### config.mk
export PLATFORM = sky130hd
export DESIGN_NAME = alu_apb_slave_flat
export DESIGN_NICKNAME = d
export VERILOG_FILES = /design/src/rtl/alu_apb_slave_if.sv /design/src/rtl/alu_apb_slave.sv /design/src/flat_wrapper.sv
export SDC_FILE = /design/constraint.sdc
export NUM_CORES = 1
export LEC_CHECK = 0
export ABC_AREA = 1
export BUFFER_PORTS_ARGS = -buffer_cell sky130_fd_sc_hd__buf_2
export CAP_MARGIN = 25
export CORE_UTILIZATION = 65
export DETAILED_ROUTE_END_ITERATION = 16
export PLACE_DENSITY = 0.86
export RECOVER_POWER = 50
export SLEW_MARGIN = 15
export SYNTH_ARGS = -nofsm -noshare
export SYNTH_HDL_FRONTEND = slang
export SYNTH_SLANG_ARGS = --single-unit
### constraint.sdc
create_clock -name clk -period 13.4 [get_ports clk]
set_input_delay 0.67 -clock clk [delete_from_list [all_inputs] [get_ports clk]]
set_output_delay 0.67 -clock clk [all_outputs]
set_load 0.01 [all_outputs]
### src/rtl/alu_apb_slave_if.sv
// APB bus bundle between a master and the ALU register slave.
// The master drives the request signals. The slave drives the read data and the response.
interface alu_apb_slave_if;
    logic        psel;
    logic        penable;
    logic        pwrite;
    logic [31:0] paddr;
    logic [31:0] pwdata;
    logic [31:0] prdata;
    logic        pready;
    logic        pslverr;

    modport master (
        output psel, penable, pwrite, paddr, pwdata,
        input  prdata, pready, pslverr
    );

    modport slave (
        input  psel, penable, pwrite, paddr, pwdata,
        output prdata, pready, pslverr
    );
endinterface

### src/rtl/alu_apb_slave.sv
// Memory-mapped ALU on APB: operand/control registers plus a compute engine.
// The engine uses a single-cycle datapath for ops 0-6 and a 32-step shift-add loop for MUL.
module alu_apb_slave #(
    parameter int STALL_LIMIT = 40
) (
    input  logic          clk,
    input  logic          reset,
    alu_apb_slave_if.slave apb
);
    typedef enum logic [1:0] {A_IDLE, A_SETUP, A_ACCESS} apb_state_t;
    typedef enum logic [1:0] {E_IDLE, E_RUN, E_DONE}     eng_state_t;

    localparam int             SW        = $clog2(STALL_LIMIT + 1);
    localparam logic [SW-1:0]  STALL_MAX = SW'(STALL_LIMIT);

    localparam logic [2:0] OP_ADD = 3'd0, OP_SUB = 3'd1, OP_AND = 3'd2, OP_OR  = 3'd3;
    localparam logic [2:0] OP_XOR = 3'd4, OP_SHL = 3'd5, OP_SHR = 3'd6, OP_MUL = 3'd7;

    apb_state_t    r_apb_state, w_apb_next;
    eng_state_t    r_eng_state, w_eng_next;

    logic [31:0]   r_opa, r_opb, r_a, r_b;
    logic [2:0]    r_op, r_eop;
    logic [63:0]   r_prod, r_res;
    logic [5:0]    r_cnt;
    logic          r_carry, r_zero;
    logic [SW-1:0] r_stall;

    logic [2:0]    w_idx;
    logic          w_addr_ok, w_is_res, w_access;
    logic          w_pready, w_err, w_wr, w_start, w_finish;
    logic          w_busy, w_done, w_is_arith;
    logic [31:0]   w_rdata;
    logic [32:0]   w_sum, w_diff, w_step_sum;
    logic [63:0]   w_alu_res;
    logic          w_unused;

    // Byte-lane bits of the address carry no meaning for word registers.
    assign w_unused  = ^apb.paddr[1:0];

    assign w_idx     = apb.paddr[4:2];
    assign w_addr_ok = (apb.paddr[31:5] == 27'd0) && (w_idx <= 3'd5);
    assign w_is_res  = (w_idx == 3'd4) || (w_idx == 3'd5);
    assign w_access  = apb.psel && apb.penable && (r_apb_state != A_IDLE);

    assign w_wr      = w_pready && apb.pwrite && !w_err;
    assign w_start   = w_wr && (w_idx == 3'd2) && apb.pwdata[8];
    assign w_finish  = (r_eng_state == E_RUN) && ((r_eop != OP_MUL) || (r_cnt == 6'd32));

    // ---------------- APB FSM ----------------
    // NOTE: sequential state uses non-blocking assignments so every flop samples pre-edge values.
    always_ff @(posedge clk or posedge reset) begin
        if (reset) r_apb_state <= A_IDLE;
        else       r_apb_state <= w_apb_next;
    end

    always_comb begin
        // NOTE: defaulting every comb output first keeps paths that miss a branch from inferring latches.
        w_apb_next = r_apb_state;
        case (r_apb_state)
            A_IDLE:   if (apb.psel && !apb.penable) w_apb_next = A_SETUP;
            A_SETUP: begin
                if (apb.psel && apb.penable) w_apb_next = w_pready ? A_IDLE : A_ACCESS;
                else if (!apb.psel)          w_apb_next = A_IDLE;
            end
            A_ACCESS: begin
                if (!(apb.psel && apb.penable) || w_pready) w_apb_next = A_IDLE;
            end
            default:  w_apb_next = A_IDLE;
        endcase
    end

    always_comb begin
        w_pready = 1'b0;
        w_err    = 1'b0;
        if (w_access) begin
            if (!w_addr_ok || (apb.pwrite && (w_idx >= 3'd3)) || (apb.pwrite && w_busy)) begin
                w_pready = 1'b1;
                w_err    = 1'b1;
            end else if (!apb.pwrite && w_is_res && w_busy) begin
                if (r_stall == STALL_MAX) begin
                    w_pready = 1'b1;
                    w_err    = 1'b1;
                end
            end else begin
                w_pready = 1'b1;
            end
        end
    end

    always_comb begin
        w_rdata = 32'd0;
        case (w_idx)
            3'd0:    w_rdata = r_opa;
            3'd1:    w_rdata = r_opb;
            3'd2:    w_rdata = {29'd0, r_op};
            3'd3:    w_rdata = {28'd0, r_zero, r_carry, w_done, w_busy};
            3'd4:    w_rdata = r_res[31:0];
            3'd5:    w_rdata = r_res[63:32];
            default: w_rdata = 32'd0;
        endcase
    end

    assign apb.pready  = w_pready;
    assign apb.pslverr = w_err;
    assign apb.prdata  = (w_pready && !apb.pwrite && !w_err) ? w_rdata : 32'd0;

    always_ff @(posedge clk or posedge reset) begin
        if (reset)                       r_stall <= '0;
        else if (w_access && !w_pready)  r_stall <= r_stall + 1'b1;
        else                             r_stall <= '0;
    end

    // ---------------- Register file ----------------
    always_ff @(posedge clk or posedge reset) begin
        if (reset) begin
            r_opa <= 32'd0;
            r_opb <= 32'd0;
            r_op  <= 3'd0;
        end else if (w_wr) begin
            case (w_idx)
                3'd0:    r_opa <= apb.pwdata;
                3'd1:    r_opb <= apb.pwdata;
                3'd2:    r_op  <= apb.pwdata[2:0];
                default: ;
            endcase
        end
    end

    // ---------------- Compute engine FSM ----------------
    always_ff @(posedge clk or posedge reset) begin
        if (reset) r_eng_state <= E_IDLE;
        else       r_eng_state <= w_eng_next;
    end

    always_comb begin
        w_eng_next = r_eng_state;
        case (r_eng_state)
            E_IDLE, E_DONE: if (w_start)  w_eng_next = E_RUN;
            E_RUN:          if (w_finish) w_eng_next = E_DONE;
            default:        w_eng_next = E_IDLE;
        endcase
    end

    always_comb begin
        w_busy = (r_eng_state == E_RUN);
        w_done = (r_eng_state == E_DONE);
    end

    assign w_sum      = {1'b0, r_a} + {1'b0, r_b};
    assign w_diff     = {1'b0, r_a} - {1'b0, r_b};
    assign w_step_sum = {1'b0, r_prod[63:32]} + {1'b0, r_a};
    assign w_is_arith = (r_eop == OP_ADD) || (r_eop == OP_SUB);

    always_comb begin
        w_alu_res = 64'd0;
        case (r_eop)
            OP_ADD:  w_alu_res = {31'd0, w_sum};
            OP_SUB:  w_alu_res = {31'd0, w_diff};
            OP_AND:  w_alu_res = {32'd0, r_a & r_b};
            OP_OR:   w_alu_res = {32'd0, r_a | r_b};
            OP_XOR:  w_alu_res = {32'd0, r_a ^ r_b};
            OP_SHL:  w_alu_res = {32'd0, r_a << r_b[4:0]};
            OP_SHR:  w_alu_res = {32'd0, r_a >> r_b[4:0]};
            default: w_alu_res = r_prod;
        endcase
    end

    always_ff @(posedge clk or posedge reset) begin
        if (reset) begin
            r_a     <= 32'd0;
            r_b     <= 32'd0;
            r_eop   <= 3'd0;
            r_prod  <= 64'd0;
            r_cnt   <= 6'd0;
            r_res   <= 64'd0;
            r_carry <= 1'b0;
            r_zero  <= 1'b0;
        end else if (w_start) begin
            r_a    <= r_opa;
            r_b    <= r_opb;
            r_eop  <= apb.pwdata[2:0];
            r_prod <= {32'd0, r_opb};
            r_cnt  <= 6'd0;
        end else if (w_finish) begin
            r_res   <= w_alu_res;
            r_carry <= w_is_arith && w_alu_res[32];
            // The ADD/SUB carry lives in RES_HI but is a flag, not part of the magnitude.
            r_zero  <= w_is_arith ? (w_alu_res[31:0] == 32'd0) : (w_alu_res == 64'd0);
        end else if (r_eng_state == E_RUN) begin
            r_prod <= r_prod[0] ? {w_step_sum, r_prod[31:1]} : {1'b0, r_prod[63:1]};
            r_cnt  <= r_cnt + 6'd1;
        end
    end
endmodule

### src/flat_wrapper.sv
// flat-port wrapper written by rule: the top's interface ports become plain ports
module alu_apb_slave_flat 
#(
    parameter int STALL_LIMIT = 40
)
  (clk, reset, apb_psel, apb_penable, apb_pwrite, apb_paddr, apb_pwdata, apb_prdata, apb_pready, apb_pslverr);
  alu_apb_slave_if apb_i ();
  input  logic clk;
  input  logic reset;
  input wire logic [$bits(apb_i.psel)-1:0] apb_psel;
  input wire logic [$bits(apb_i.penable)-1:0] apb_penable;
  input wire logic [$bits(apb_i.pwrite)-1:0] apb_pwrite;
  input wire logic [$bits(apb_i.paddr)-1:0] apb_paddr;
  input wire logic [$bits(apb_i.pwdata)-1:0] apb_pwdata;
  output wire logic [$bits(apb_i.prdata)-1:0] apb_prdata;
  output wire logic [$bits(apb_i.pready)-1:0] apb_pready;
  output wire logic [$bits(apb_i.pslverr)-1:0] apb_pslverr;
  assign apb_i.psel = apb_psel;
  assign apb_i.penable = apb_penable;
  assign apb_i.pwrite = apb_pwrite;
  assign apb_i.paddr = apb_paddr;
  assign apb_i.pwdata = apb_pwdata;
  assign apb_prdata = apb_i.prdata;
  assign apb_pready = apb_i.pready;
  assign apb_pslverr = apb_i.pslverr;
  alu_apb_slave #(.STALL_LIMIT(STALL_LIMIT)) u_core (.clk(clk), .reset(reset), .apb(apb_i));
endmodule
After elaboration in Yosys (flattened, before gate mapping)
Index checks and enable logic that the tools add are counted.

Output and inout bits: 34. Logic and storage cells: 125. Bits in registers: 280.

Mux-type cells: 28. Reduce and logical (&&, ||, !) cells: 46. Bitwise operators: 4. $lt $le $gt $ge: 2. Shift-type cells: 2. Add/sub/neg operators: 5. Eq/ne operators: 24.

Operators by type and width (number): 64-bit case mux with 7 select lines (1); 64-bit 2-to-1 mux (4); 32-bit case mux with 6 select lines (1); 32-bit by 32-bit adder with 33-bit output (2); 64-bit zero test (1); 32-bit by 32-bit subtractor with 33-bit output (1); 32-bit bitwise AND (1); 32-bit zero test (1); 32-bit 2-to-1 mux (1); 32-bit OR (1); 32-bit by 5-bit << shifter with 32-bit output (1); 32-bit by 5-bit right shift with 32-bit output (1); 32-bit XOR (1); 27-bit zero test (1); 6-bit 2-to-1 mux (4); 1-bit logical AND (17); 3-bit == test (second input constant) (5); 2-bit 2-to-1 mux (7); 6-bit by 1-bit adder with 6-bit output (second input constant) (2); 3-bit by 2-bit == test with 1-bit output (second input constant) (4); 6-bit == test (second input constant) (2); 2-bit AND reduction (6); 2-bit by 1-bit != test with 1-bit output (second input constant) (5); 1-bit 2-to-1 mux (8); 17 further kinds (33).

Logic depth before layout (Yosys ltp)
Depth after elaboration: 13. Mapped depth: 33.

Worst setup path after synthesis
No wires, ideal clock.

Path type: register to register. From: reg u_core.r_b[1]. To: reg u_core.r_zero. Arrival time: 3.922 ns. Stages on the path, launching flop included: 29. Clock period less this slack: 3.987 ns. Required time: 13.335 ns. Setup slack: 9.413 ns. Setup time: 0.065 ns. Cell sequence: dfrtp_1 -> inv_1 -> buf_2 -> buf_1 -> ha_1 -> inv_1 -> nor3_1 -> nand3_1 -> nor3_2 -> nand2_1 -> nor4_1 -> nand4_1 -> o21ai_0 -> o21ai_1 -> xor2_1 -> ha_1 -> inv_1 -> o21bai_1 -> a21boi_0 -> o21ai_0 -> a21oi_1 -> nand3_1 -> nand3_1 -> nand3_1 -> nor2_1 -> nand3_1 -> nor2_1 -> nand2_1 -> nand2_1.

Word-level cells in the longest chain between the ends: 4.

Ends and longest elaborated chain: from (decl) (line alu_apb_slave.sv:22) `logic [31:0] r_opa, r_opb, r_a, r_b;`; from (signal assigned) (line alu_apb_slave.sv:181) `r_b <= r_opb;`; 32-bit by 32-bit subtractor with 33-bit output, or another cell as far along (line alu_apb_slave.sv:151) `assign w_diff = {1'b0, r_a} - {1'b0, r_b};`; 64-bit case mux with 7 select lines (*) (line alu_apb_slave.sv:157) `case (r_eop)`; 64-bit zero test or 32-bit zero test (tied branches) (line alu_apb_slave.sv:189) `r_zero <= w_is_arith ? (w_alu_res[31:0] == 32'd0) : (w_alu_res == 64'd0);`; 1-bit 2-to-1 mux (*) (line alu_apb_slave.sv:189); to (signal assigned) (line alu_apb_slave.sv:189); to (decl) (line alu_apb_slave.sv:26) `logic r_carry, r_zero;`.

Mark *: on every way between the ends. The rest lies on a longest branch, timed or not. A chain may end at the register's enable or synchronous reset.

==> impl_metrics.sql <==
INSERT INTO impl_metrics (metric_group, metric, value, unit) VALUES
('placed_design', 'buffer_ports.inserted', '100', ''),
('floorplanning', 'starting_density_of_the_core', '0.665', ''),
('synthesis', 'netlist_area', '0.0224', 'mm^2'),
('sta', 'worst_slew_pin_slew', '5.82', 'ns'),
('grt', 'grt_overflow_total', '0', ''),
('synthesis', 'syn_inst', '3413', ''),
('min_path', 'hold-path-cell-count', '2', ''),
('power', 'clkPwrFrac', '0.484', ''),
('sta', 'slew_headroom', '-2.88', ''),
('clock_network', 'clockBufferDepth', '3', ''),
('sta', 'final_max_slew_viol_count', '268', ''),
('floorplanning', 'die_h', '188', 'um'),
('synthesis', 'synthesis.yosys.warnings', '0', ''),
('grt', 'first_global_vias', '23932', ''),
('layout', 'layout-area-overhead-vs-synth', '7.39', '%'),
('power', 'p_per_area', '71.6', 'mW/mm^2'),
('placed_design', 'gp_congestion', '1.07', ''),
('min_path', 'hold_path_class', 'input pin to flip-flop', ''),
('clock_network', 'clkSinkCount', '280', ''),
('layout', 'multiInputGateArea', '0.0133', 'mm^2'),
('sta', 'final_critical_path_share_of_the_clock_period', '0.530', ''),
('sta', 'fmax', '141', 'MHz'),
('grt', 'global_route_met3_usage', '0.147', ''),
('synthesis', 'synth_cell_types', '56', ''),
('synthesis', 'synth_top_flop_cell', 'dfrtp_1', ''),
('route', 'vias_per_cell', '6.56', ''),
('clock_network', 'worstSkewPairLatency', '0.56', 'ns'),
('layout', 'layout_common_cells', '1104 x nand2_1, 436 x nand3_1, 376 x inv_1', ''),
('power', 'p_comb_frac', '0.026', ''),
('clock_network', 'post_cts_buffers', '0', ''),
('setup_path', 'crit-reg2reg-capture', 'u_core.r_res[32]', ''),
('floorplanning', 'die_area', '0.0352', 'mm^2'),
('layout', 'final_net_count', '3629', ''),
('power', 'sequentialPowerShare', '0.491', ''),
('floorplanning', 'core_region_area', '0.0337', 'mm^2'),
('power', 'p_leak', '11.6', 'nW'),
('clock_network', 'cts_buffers', '27', ''),
('grt', 'grt_util_met1', '0.628', ''),
('floorplanning', 'chipWidth', '188', 'um'),
('route', 'drt_first_iter_violations', '3569', ''),
('layout', 'filler_cell_count', '2761', ''),
('sta', 'final.hold.worst_slack', '0.286', 'ns'),
('synthesis', 'synth_fp_nets', '3618', ''),
('sta', 'setup_total_negative_slack', '0', 'ns'),
('setup_path', 'cp.required', '12.20', 'ns'),
('power', 'vdd_ir_drop_max', '0.100', 'mV'),
('sta', 'rsz0062_at_grt', 'no', ''),
('run_status', 'run_status', 'finished, violations left', ''),
('sta', 'min_tclk_post_route', '7.10', 'ns'),
('clock_network', 'h-tree-depth', '1', ''),
('grt', 'grt_antenna_before_repair', '5', ''),
('clock_network', 'post_cts_clock_slew_at_the_launch_and_capture_registers_of_the_worst_setup_and_hold_paths', '0.07', 'ns'),
('route', 'drt_wl_total', '89.8', 'mm'),
('power', 'net-switching-power', '389', 'uW'),
('floorplanning', 'rows', '67', ''),
('placed_design', 'detailed_place_hpwl', '65.0', 'mm'),
('run', 'max-cap-violations', '4', ''),
('run_status', 'failed_checks', 'capacitance limit, slew limit', ''),
('setup_path', 'worst_setup_path_end_kind', 'asynchronous set/reset pin', ''),
('synthesis', 'async_reset_ff_frac', '1.00', ''),
('clock_network', 'cts_root_buffer', 'clkbuf_16', ''),
('min_path', 'worstHoldEndpoint', 'u_core.r_apb_state[0]', ''),
('route', 'wl_per_cell', '23.1', 'um'),
('min_path', 'hold_path_startpoint', 'apb_penable', ''),
('setup_path', 'cp_data_arrival_time', '5.90', 'ns'),
('sta', 'setup_violation_total_in_the_final_timing_report', '0', ''),
('grt', 'globalRouteTotalUtil', '0.499', ''),
('route', 'first_pass_iters', '8', ''),
('setup_path', 'type_of_element_launching_the_critical_path', 'input pin', ''),
('setup_path', 'path_max_fanout', '109', ''),
('setup_path', 'worst_r2r_path_depth', '28', '');
==> worst max path at each step <==
stage | startpoint | end | cells after the start
after global routing | reset | u_core.r_b[1] | 3
after global placement | u_core.r_b[3] | u_core.r_res[32] | 28
after CTS | u_core.r_b[3] | u_core.r_res[32] | 28
after detailed placement | u_core.r_b[3] | u_core.r_res[32] | 28
after floorplan | reset | u_core.r_a[0] | 1
final | reset | u_core.r_b[1] | 3
==> cells in the mapped netlist (all sizes together) (8+ instances only) <==
cell type	number	area [um^2]
nor2	178	676
or2	14	87.6
nand2	1108	4170
o211ai	44	330
o31ai	29	218
nor3	29	186
a31oi	11	68.8
nand4	43	269
o41ai	8	77.6
a21oi	139	696
nand3	437	2190
ha	134	1680
buf	71	368
xor2	38	333
a41oi	30	263
nor4	13	96.3
inv	386	1450
o22ai	11	68.8
dfrtp	280	7010
nand3b	10	75.1
clkbuf	81	304
o21ai	259	1300
o21bai	9	67.6
==> layout make-up <==
cell class                 instances  share of cell area
multi-input combinational       2591               0.552
sequential                       280               0.291
inverter                         390              0.0610
timing repair buffer             134              0.0329
clock buffer                      31              0.0295
tap                              448              0.0233
clock inverter                    18             0.00952
antenna                            5            0.000520
==> per-stage QoR <==
stage	worst slack [ns]	util	total power [mW]	instances	area, um^2
2_1_floorplan	5.01	-	0.884	3413	22400
5_1_grt	4.92	0.714	1.75	3897	24100
3_5_place_dp	7.55	0.684	0.905	3836	23000
6_report	6.30	0.714	1.72	3897	24100
4_1_cts	7.53	0.712	1.71	3885	24000
3_3_place_gp	7.56	0.684	0.903	3836	23000
==> power groups by stage <==
| stage | combinational [mW] | clock (mW) | sequential [mW] |
|---|---|---|---|
| after floorplan | 0.0222 | 0 | 0.862 |
| after global placement | 0.0416 | 0 | 0.861 |
| after detailed placement | 0.0433 | 0 | 0.861 |
| after CTS | 0.0439 | 0.824 | 0.845 |
| after global routing | 0.0482 | 0.857 | 0.845 |
| final | 0.0440 | 0.832 | 0.845 |
==> cells by family after synthesis <==
logic type                 count (synthesis)  synth area share
and+or+nand+nor                         1839             0.348
DFF                                      280             0.313
xor gates and xnor gates                  42            0.0164
buffers and inverters                    542            0.0954
adders and majority gates                136            0.0766
AOI/OAI and AO/OA                        574             0.150
==> flip-flops by register name (all words and copies together), names as in the netlist, 2 cells and up <==
register	cells
u_core.r_eop	3
u_core.r_stall	6
u_core.r_prod	64
u_core.r_eng_state	2
u_core.r_res	64
u_core.r_op	3
u_core.r_a	32
u_core.r_cnt	6
u_core.r_apb_state	2
u_core.r_opa	32
u_core.r_b	32
u_core.r_opb	32
==> layer usage <==
| layer | wire (um) | up-vias |
|---|---|---|
| li1 | - | 11328 |
| met3 | 13600 | 417 |
| met1 | 31500 | 11741 |
| met2 | 38300 | 2073 |
| met5 | 0 | - |
| met4 | 6360 | 0 |
==> critical path, cell delays in order <==
cell and delay, ns:
buf_2 0.10, clkinvlp_2 0.87, clkbuf_1 4.10
No activity file was read; power rests on OpenSTA's default activity.
